<file path="config.mk">
export PLATFORM = sky130hd
export DESIGN_NAME = domd_state_serpar_flat
export DESIGN_NICKNAME = d
export VERILOG_FILES = /design/src/rtl/domd_state_serpar_if.sv /design/src/rtl/domd_state_serpar.sv /design/src/flat_wrapper.sv
export SDC_FILE = /design/constraint.sdc
export NUM_CORES = 1
export LEC_CHECK = 0
export ABC_AREA = 0
export CELL_PAD_IN_SITES_DETAIL_PLACEMENT = 1
export CELL_PAD_IN_SITES_GLOBAL_PLACEMENT = 2
export CORE_ASPECT_RATIO = 1.25
export CORE_MARGIN = 2
export CORE_UTILIZATION = 23
export CTS_BUF_LIST = sky130_fd_sc_hd__clkbuf_8 sky130_fd_sc_hd__clkbuf_16
export DETAILED_ROUTE_END_ITERATION = 10
export PLACE_DENSITY = 0.9
export SLEW_MARGIN = 0
export SYNTH_ARGS = -nofsm -noshare
export SYNTH_HDL_FRONTEND = slang
export SYNTH_SLANG_ARGS = --single-unit
</file>
<file path="constraint.sdc">
create_clock -name clk -period 3.45 [get_ports clk]
set_clock_uncertainty 0.15 [all_clocks]
set_input_delay 0.8625 -clock clk [delete_from_list [all_inputs] [get_ports clk]]
set_output_delay 0.8625 -clock clk [all_outputs]
set_load 0.1 [all_outputs]
</file>
<file path="src/rtl/domd_state_serpar_if.sv">
// domd_state_serpar_if: bundle of the operation, public-data and round-core
// signals exchanged between the mode controller (master) and the masked
// state register (slave).
//   start/op/busy/done           operation request and status
//   pdi_data/pdi_valid/pdi_ready public input word handshake
//   rnd                          (D-1) fresh mask words per input transfer
//   pdo_data/pdo_valid/pdo_ready public output word handshake
//   core_en/rnd_idx              round core enable and round index
//   core_out/core_in             D shares to / from the round core
interface domd_state_serpar_if #(
  parameter int D = 2,
  parameter int W = 32
);
  logic                 start;
  logic [2:0]           op;
  logic                 busy;
  logic                 done;
  logic [W-1:0]         pdi_data;
  logic                 pdi_valid;
  logic                 pdi_ready;
  logic [(D-1)*W-1:0]   rnd;
  logic [W-1:0]         pdo_data;
  logic                 pdo_valid;
  logic                 pdo_ready;
  logic                 core_en;
  logic [5:0]           rnd_idx;
  logic [128*D-1:0]     core_out;
  logic [128*D-1:0]     core_in;

  modport master (
    output start, op, pdi_data, pdi_valid, rnd, pdo_ready, core_in,
    input  busy, done, pdi_ready, pdo_data, pdo_valid, core_en, rnd_idx, core_out
  );

  modport slave (
    input  start, op, pdi_data, pdi_valid, rnd, pdo_ready, core_in,
    output busy, done, pdi_ready, pdo_data, pdo_valid, core_en, rnd_idx, core_out
  );
endinterface

</file>
<file path="src/rtl/domd_state_serpar.sv">
// domd_state_serpar: 128-bit Romulus-N TBC state held as D Boolean shares.
// Exchanges the state with the public bus one W-bit word per transfer
// (rho absorb/encrypt/decrypt, tag squeeze) and sequences the masked round
// core for NR cycles.
//   clk  : clock
//   rst  : synchronous active-high reset (aborts any operation, zeroes shares)
//   bus  : domd_state_serpar_if slave modport (handshakes, rnd, core ports)
module domd_state_serpar #(
  parameter int D  = 2,
  parameter int W  = 32,
  parameter int NR = 40
) (
  input  logic                    clk,
  input  logic                    rst,
  domd_state_serpar_if.slave      bus
);

  localparam int NW = 128 / W;
  localparam int CW = (NW > 1) ? $clog2(NW) : 1;

  localparam logic [2:0] OP_ABS    = 3'd0;
  localparam logic [2:0] OP_ENC    = 3'd1;
  localparam logic [2:0] OP_DEC    = 3'd2;
  localparam logic [2:0] OP_SQZ    = 3'd3;
  localparam logic [2:0] OP_ROUNDS = 3'd5;

  typedef enum logic [1:0] {
    S_IDLE = 2'd0,
    S_XFER = 2'd1,
    S_RUN  = 2'd2
  } state_e;

  state_e                 state_q;
  logic [2:0]             op_q;
  logic [CW-1:0]          cnt_q;
  logic                   busy_q;
  logic                   done_q;
  logic                   core_en_q;
  logic [5:0]             rnd_idx_q;
  logic [D-1:0][127:0]    sh_q;
  logic [D-1:0][127:0]    sh_d;

  logic                   is_xfer_s;
  logic                   in_ok_s;
  logic                   out_ok_s;
  logic                   fire_s;
  logic [W-1:0]           u_s;
  logic [W-1:0]           gu_s;
  logic [W-1:0]           p_s;
  logic [W-1:0]           r_all_s;
  logic [D-1:0][W-1:0]    r_w_s;
  logic [W-1:0]           pdo_word_s;

  // Romulus G on every byte: out = (b >> 1) | ((b[0] ^ b[7]) << 7)
  function automatic logic [W-1:0] g_fn(input logic [W-1:0] x);
    logic [W-1:0] y;
    y = '0;
    for (int b = 0; b < W / 8; b++) begin
      y[8*b +: 7] = x[8*b+1 +: 7];
      y[8*b+7]    = x[8*b] ^ x[8*b+7];
    end
    return y;
  endfunction

  assign is_xfer_s = (state_q == S_XFER);
  assign in_ok_s   = (op_q == OP_SQZ) | bus.pdi_valid;
  assign out_ok_s  = (op_q == OP_ABS) | bus.pdo_ready;
  assign fire_s    = is_xfer_s & in_ok_s & out_ok_s;

  // Transfer datapath: unmasked top word, rho plaintext, and next shares
  always_comb begin
    logic [W-1:0] top_v;
    u_s     = '0;
    r_all_s = '0;
    r_w_s   = '0;
    for (int i = 0; i < D; i++) begin
      u_s = u_s ^ sh_q[i][127 -: W];
    end
    for (int i = 1; i < D; i++) begin
      r_w_s[i] = bus.rnd[(i-1)*W +: W];
      r_all_s  = r_all_s ^ r_w_s[i];
    end
    gu_s = g_fn(u_s);
    if (op_q == OP_DEC) begin
      p_s = bus.pdi_data ^ gu_s;
    end else begin
      p_s = bus.pdi_data;
    end
    if (op_q == OP_SQZ) begin
      pdo_word_s = gu_s;
    end else begin
      pdo_word_s = bus.pdi_data ^ gu_s;
    end
    // Share 0 absorbs P masked by all fresh words, so P is re-shared fresh
    for (int i = 0; i < D; i++) begin
      top_v = sh_q[i][127 -: W];
      if (op_q != OP_SQZ) begin
        if (i == 0) begin
          top_v = top_v ^ p_s ^ r_all_s;
        end else begin
          top_v = top_v ^ r_w_s[i];
        end
      end else begin
        top_v = top_v;
      end
      sh_d[i] = {sh_q[i][127-W:0], top_v};
    end
  end

  assign bus.pdi_ready = is_xfer_s & (op_q != OP_SQZ) & out_ok_s;
  assign bus.pdo_valid = is_xfer_s & (op_q != OP_ABS) & in_ok_s;
  assign bus.pdo_data  = bus.pdo_valid ? pdo_word_s : '0;
  assign bus.busy      = busy_q;
  assign bus.done      = done_q;
  assign bus.core_en   = core_en_q;
  assign bus.rnd_idx   = rnd_idx_q;
  assign bus.core_out  = sh_q;

  // Control FSM with registered status outputs and share storage
  always_ff @(posedge clk) begin
    if (rst) begin
      state_q   <= S_IDLE;
      op_q      <= 3'd0;
      cnt_q     <= '0;
      busy_q    <= 1'b0;
      done_q    <= 1'b0;
      core_en_q <= 1'b0;
      rnd_idx_q <= 6'd0;
      sh_q      <= '0;
    end else begin
      done_q <= 1'b0;
      case (state_q)
        S_IDLE: begin
          if (bus.start) begin
            case (bus.op)
              OP_ABS, OP_ENC, OP_DEC, OP_SQZ: begin
                state_q <= S_XFER;
                op_q    <= bus.op;
                busy_q  <= 1'b1;
              end
              OP_ROUNDS: begin
                state_q   <= S_RUN;
                op_q      <= bus.op;
                busy_q    <= 1'b1;
                core_en_q <= 1'b1;
                rnd_idx_q <= 6'd0;
              end
              default: begin
                // CLEAR and reserved codes: wipe shares, finish immediately
                sh_q   <= '0;
                done_q <= 1'b1;
              end
            endcase
          end
        end
        S_XFER: begin
          if (fire_s) begin
            sh_q <= sh_d;
            if (cnt_q == CW'(NW - 1)) begin
              cnt_q   <= '0;
              state_q <= S_IDLE;
              busy_q  <= 1'b0;
              done_q  <= 1'b1;
            end else begin
              cnt_q <= cnt_q + CW'(1);
            end
          end
        end
        S_RUN: begin
          sh_q <= bus.core_in;
          if (rnd_idx_q == 6'(NR - 1)) begin
            state_q   <= S_IDLE;
            busy_q    <= 1'b0;
            core_en_q <= 1'b0;
            rnd_idx_q <= 6'd0;
            done_q    <= 1'b1;
          end else begin
            rnd_idx_q <= rnd_idx_q + 6'd1;
          end
        end
        default: begin
          state_q   <= S_IDLE;
          busy_q    <= 1'b0;
          core_en_q <= 1'b0;
          rnd_idx_q <= 6'd0;
        end
      endcase
    end
  end

endmodule

</file>
<file path="src/flat_wrapper.sv">
// flat-port wrapper written by rule: the top's interface ports become plain ports
module domd_state_serpar_flat 
#(
  parameter int D  = 2,
  parameter int W  = 32,
  parameter int NR = 40
)
  (clk, rst, bus_start, bus_op, bus_pdi_data, bus_pdi_valid, bus_rnd, bus_pdo_ready, bus_core_in, bus_busy, bus_done, bus_pdi_ready, bus_pdo_data, bus_pdo_valid, bus_core_en, bus_rnd_idx, bus_core_out);
  domd_state_serpar_if #(.D(D), .W(W)) bus_i ();
  input  logic clk;
  input  logic rst;
  input wire logic [$bits(bus_i.start)-1:0] bus_start;
  input wire logic [$bits(bus_i.op)-1:0] bus_op;
  input wire logic [$bits(bus_i.pdi_data)-1:0] bus_pdi_data;
  input wire logic [$bits(bus_i.pdi_valid)-1:0] bus_pdi_valid;
  input wire logic [$bits(bus_i.rnd)-1:0] bus_rnd;
  input wire logic [$bits(bus_i.pdo_ready)-1:0] bus_pdo_ready;
  input wire logic [$bits(bus_i.core_in)-1:0] bus_core_in;
  output wire logic [$bits(bus_i.busy)-1:0] bus_busy;
  output wire logic [$bits(bus_i.done)-1:0] bus_done;
  output wire logic [$bits(bus_i.pdi_ready)-1:0] bus_pdi_ready;
  output wire logic [$bits(bus_i.pdo_data)-1:0] bus_pdo_data;
  output wire logic [$bits(bus_i.pdo_valid)-1:0] bus_pdo_valid;
  output wire logic [$bits(bus_i.core_en)-1:0] bus_core_en;
  output wire logic [$bits(bus_i.rnd_idx)-1:0] bus_rnd_idx;
  output wire logic [$bits(bus_i.core_out)-1:0] bus_core_out;
  assign bus_i.start = bus_start;
  assign bus_i.op = bus_op;
  assign bus_i.pdi_data = bus_pdi_data;
  assign bus_i.pdi_valid = bus_pdi_valid;
  assign bus_i.rnd = bus_rnd;
  assign bus_i.pdo_ready = bus_pdo_ready;
  assign bus_i.core_in = bus_core_in;
  assign bus_busy = bus_i.busy;
  assign bus_done = bus_i.done;
  assign bus_pdi_ready = bus_i.pdi_ready;
  assign bus_pdo_data = bus_i.pdo_data;
  assign bus_pdo_valid = bus_i.pdo_valid;
  assign bus_core_en = bus_i.core_en;
  assign bus_rnd_idx = bus_i.rnd_idx;
  assign bus_core_out = bus_i.core_out;
  domd_state_serpar #(.D(D), .W(W), .NR(NR)) u_core (.clk(clk), .rst(rst), .bus(bus_i));
endmodule
</file>
== Word level (Yosys, flattened, before mapping) ==
Index checks and enable logic that the tools add are counted.
Operators by class
  add/subtract/negate cells: 2
  $mul: 0
  div/mod/pow operators: 0
  $lt $le $gt $ge: 0
  equal/unequal tests: 19
  shifts and indexed selects: 0
  mux-type cells: 35
  bitwise operators: 18
  reductions and logical operators: 14
Operators with widths (number)
  $mux 256: 3
  $pmux 256 s3: 1
  $mux 32: 5
  $xor 32x32->32: 5
  $mux 6: 3
  $pmux 6 s3: 1
  $eq 3x2->1 const B: 4
  $mux 1: 12
  $ne 2x2->1 const B: 6
  $mux 2: 5
  $reduce_and 5->1: 2
  $pmux 1 s3: 3
  $reduce_and 4->1: 2
  $add 6x1->6 const B: 1
  $and 1x1->1: 6
  $eq 6x6->1 const B: 1
  $logic_not 3->1: 2
  $pmux 2 s3: 1
  $reduce_and 3->1: 2
  $reduce_bool 3->1: 2
  $reduce_or 5->1: 1
  $eq 2x2->1 const B: 2
  $pmux 2 s2: 1
  $reduce_or 4->1: 1
  other kinds (12): 16
Word-level totals
  register bits: 272
  bits in latches: 0
  RAM bits: 0
  ROM bits: 0
  output and inout port bits: 299
  memories: 0

== Longest topological paths before layout ==
  depth in word-level cells: 9
  depth in mapped cells: 9
  gate-level depth less buffers: 6

== Worst setup path after synthesis ==
No wires, ideal clock.
  path type: reg2out
  from: reg u_core.sh_q (netlist bit u_core.bus.core_out[111])
  to: out bus_pdo_data[15]
  data arrival time: 2.957 ns
  required time: 2.438 ns
  slack: -0.519 ns
  cell stages (with the launch flop): 5
  buffers on the path: 0
  cells stage by stage: dfxtp_1 xnor2_1 xnor2_1 xnor2_1 nor2_1
Between the ends
  cells in the longest elaborated chain, start to end: 5
RTL lines
  from (decl): line domd_state_serpar.sv:40  | logic [D-1:0][127:0] sh_q;
  from (signal assigned): line domd_state_serpar.sv:170  | sh_q <= bus.core_in;
  $xor 32x32->32 *: line domd_state_serpar.sv:77  | u_s = u_s ^ sh_q[i][127 -: W];
  $xor 1x1->1 *: line domd_state_serpar.sv:60  | y[8*b+7] = x[8*b] ^ x[8*b+7];
  $xor 32x32->32: line domd_state_serpar.sv:92  | pdo_word_s = bus.pdi_data ^ gu_s;
  $mux 32 *: line domd_state_serpar.sv:89  | if (op_q == OP_SQZ) begin
  $mux 32 *: line domd_state_serpar.sv:112  | assign bus.pdo_data = bus.pdo_valid ? pdo_word_s : '0;
  to (decl): line flat_wrapper.sv:22  | output wire logic [$bits(bus_i.pdo_data)-1:0] bus_pdo_data;
Mark *: on every way between the ends. The rest lies on a longest branch, timed or not.

== Final worst setup path ==
  from: reg u_core.op_q[1]
  to: out bus_pdo_data[29]
Between the ends
  cells in the longest elaborated chain, start to end: 4
  elaborated cells between the ends (all ways): 7
  classes of those cells: eq/ne (1); mux (2); bitwise (3); reduce/logical (1)
RTL lines
  from (decl): line domd_state_serpar.sv:34  | logic [2:0] op_q;
  from (signal assigned): line domd_state_serpar.sv:138  | op_q <= bus.op;
  from (signal assigned): line domd_state_serpar.sv:143  | op_q <= bus.op;
  $eq 3x2->1 / $reduce_bool 3->1 (equally long branches): line domd_state_serpar.sv:66, domd_state_serpar.sv:89, domd_state_serpar.sv:111
  $or 1x1->1 / $and 1x1->1 (equally long branches): line domd_state_serpar.sv:66, domd_state_serpar.sv:111
  $and 1x1->1: line domd_state_serpar.sv:111  | assign bus.pdo_valid = is_xfer_s & (op_q != OP_ABS) & in_ok_s;
  $mux 32 *: line domd_state_serpar.sv:112
Marked as above.

==> out/qor.yml <==
routing:
  wl_per_cell_um: 24.1
  initialDrtViolationCount: 1055
  vias: 17300
  ant_nets: 0
  routed_wl_mm: 80.4
  first_pass_iters: 6
  viasPerCell: 5.18
  drc: 0
logic_synthesis:
  synthArstFlopShare_pct: 0
  synth-edff-count: 0
  avgSynthCellArea_um2: 7.85
  synth_ff_type: "dfxtp_1"
  yosys_warnings: 0
  synth_seq_cells: 272
  yosysSeqAreaShare_pct: 36.6
  synth_nets: 2229
  synth.distinct_cells: 42
  synth_cells: 1894
  synth_area_um2: 14900
timing:
  slew_violations: 0
  worst_pin_slew_ns: 1.14
  rsz0062_at_grt: "false"
  final-setup-viol-count: 0
  timing.final.crit_share_pct: 96.9
  fmax_mhz: 299
  fin_tns_setup_ns: 0
  slew_headroom_pct: 23.8
  fin_crit_ns: 3.34
  finalHoldViolCount: 0
  layout_setup_ws_ns: 0.107
  whs_ns: 0.322
critical_path:
  critPathMaxFanout: 11
  startpoint_type: "flip-flop"
  critPathKind: "flip-flop to output pin"
  cpPeakStageDelay_ns: 0.43
  cp_cell_sequence: "nor2b_1, o21ai_1, nand2_1, nand2_4, clkbuf_16, nor2_1, buf_12"
  crit_slowest_cell: "dfxtp_2"
  crit_path_end_kind: "output pin"
  crit_required_ns: 2.44
  arrival_ns: 2.33
  r2r_slack_ns: 0.59
cells_and_area:
  finalNonFillerCells: 3336
  layout.nets: 2785
  final_layout_size_suffix_gt1_share_pct: 18.4
  area_delta_synth_final_pct: 57.7
global_routing:
  grt_overflow: 0
  grt_pass1_vias: 17800
  antenna_found_initial: 13
  grt_max_degree: 120
  grt_usage_pct: 22.9
  grt_pass1_wl_mm: 116
die:
  die_h_um: 288
  fp.dieW_um: 231
  io_pins: 627
  dieArea_um2: 66700
  core_um2: 64200
  num_rows: 104
  initial_core_util_pct: 23.2
pwr:
  peakVddDrop_uv: 269
  p_per_area_nw_per_um2: 478
  leakagePower_nw: 8.71
place:
  portBuffers: 626
  post-place-cells: 3256
  gp_congestion: 0.923
  dpl.hpwl_mm: 60.3
  place_worst_setup_slack_ns: -0.0385
status:
  status: "finished, final reports clean"
worst_hold_path:
  hold_path.class: "flip-flop to flip-flop"
job:
  max_cap_viol_count: 0
cts:
  cts_max_level: 2
  cts_buffer_depth: 3
  hold_buffers: 0
  cts-root-buf: "clkbuf_16"
  cts_tree: "built"
  clkTransAtPathRegs_ns: 0.06
  cts_buffers: 35
  worstSkewPairLatency_ns: 0.55
  cts_sinks: 272
cells in the mapped netlist (all sizes together) (6+ instances only):
master	number	share of area, %
a2bb2oi	32	1.9
ha	7	0.59
mux2i	13	0.88
nor2	87	2.2
a211oi	26	1.3
xnor2	152	9.0
or3	29	1.2
xor2	9	0.53
a21oi	199	6.7
inv	6	0.15
a22o	192	11
nor2b	9	0.38
nand3	222	7.5
a222oi	24	1.6
a31oi	6	0.25
o21ai	36	1.2
a22oi	37	1.9
clkbuf	164	4.1
buf	26	0.83
nand2	310	7.8
dfxtp	272	37
flip-flops by register name, summed over array words and instances (netlist names):
register	cells
u_core.bus.core_out	256
u_core.bus.rnd_idx	6
u_core.op_q	3
u_core.cnt_q	2
u_core.state_q	2
u_core.bus.busy	1
u_core.bus.core_en	1
u_core.bus.done	1
cell type report:
type	instances	area, um^2
Fill cell	7577	40700
Multi-Input combinational cell	1426	8760
Timing Repair Buffer	709	6930
Sequential cell	272	5450
Tap cell	848	1060
Clock buffer	41	970
Clock inverter	23	229
Antenna cell	11	27.5
Inverter	6	22.5
power by group:
part / internal (mW) / switching, mW / leakage [nW]
clock: 2.31 / 1.54 / 0.623
combinational: 1.42 / 2.65 / 5.90
sequential: 3.20 / 0.0845 / 2.19
per-stage QoR:
stage	instance area (um^2)	util (%)	total power [mW]
6_report	23400	36.5	11.2
3_5_place_dp	22100	34.4	7.42
4_1_cts	23300	36.4	11.3
3_3_place_gp	22100	34.4	7.36
2_1_floorplan	14900	-	5.70
5_1_grt	23400	36.5	11.7
critical path: cells and delay by family, from the launching register on:
kind | cells | cell delay [ns]
AO/OA/AOI/OAI | 1 | 0.10
buffers and inverters | 2 | 0.44
flip-flops | 1 | 0.43
AND/OR/NAND/NOR | 4 | 0.81
timing repair:
action                                  CTS  global route
pin swaps                                 2             2
endpoints found under the setup margin    2            26
resized for setup                         1            10
buffers inserted                          2             0
cloned                                    1             2
per-layer routing:
metal | up-vias | GRT usage (%) | wire [um]
met5 | - | 0 | 53
met4 | 8 | 7.95 | 2730
met3 | 149 | 3.81 | 4460
met2 | 616 | 39.0 | 38900
met1 | 8555 | 29.1 | 34200
li1 | 7943 | - | -
cell usage in the layout (no fill, tap or decap), types with 11 or more instances in the layout:
master           netlist  final
a211oi_1              26     26
a21oi_1              199    199
a222oi_1              24     24
a22o_1               192    192
a22oi_1               37     37
a2bb2oi_1             32     32
buf_12                 0     57
buf_4                  0    321
clkbuf_16              0     38
clkdlybuf4s50_1        0    325
dfxtp_1              272    271
diode_2                0     11
inv_1                  6     17
mux2i_1               13     13
nand2_1              310    308
nand3_1              222    222
nor2_1                87     79
o21ai_0               36     35
or3_1                 29     29
xnor2_1              152    150
worst paths after layout:
| check | startpoint | end | cells past startpoint |
|---|---|---|---|
| worst max-delay path | u_core.op_q[1] | bus_pdo_data[29] | 7 |
| worst min-delay path | u_core.bus.core_out[81] | u_core.bus.core_out[81] | 2 |
| worst max register to register | u_core.op_q[1] | u_core.bus.core_out[18] | 6 |
| worst min register to register | u_core.bus.core_out[81] | u_core.bus.core_out[81] | 2 |
logic make-up after synthesis:
| logic type | Yosys count | share of synthesized area (%) |
|---|---|---|
| xor+xnor | 161 | 9.49 |
| buf+inv | 196 | 5.13 |
| simple gates | 676 | 20.0 |
| fa+ha+maj | 7 | 0.589 |
| mux | 13 | 0.875 |
| compound gates | 569 | 27.3 |
| flops | 272 | 36.6 |
No activity file was read; power rests on OpenSTA's default activity.
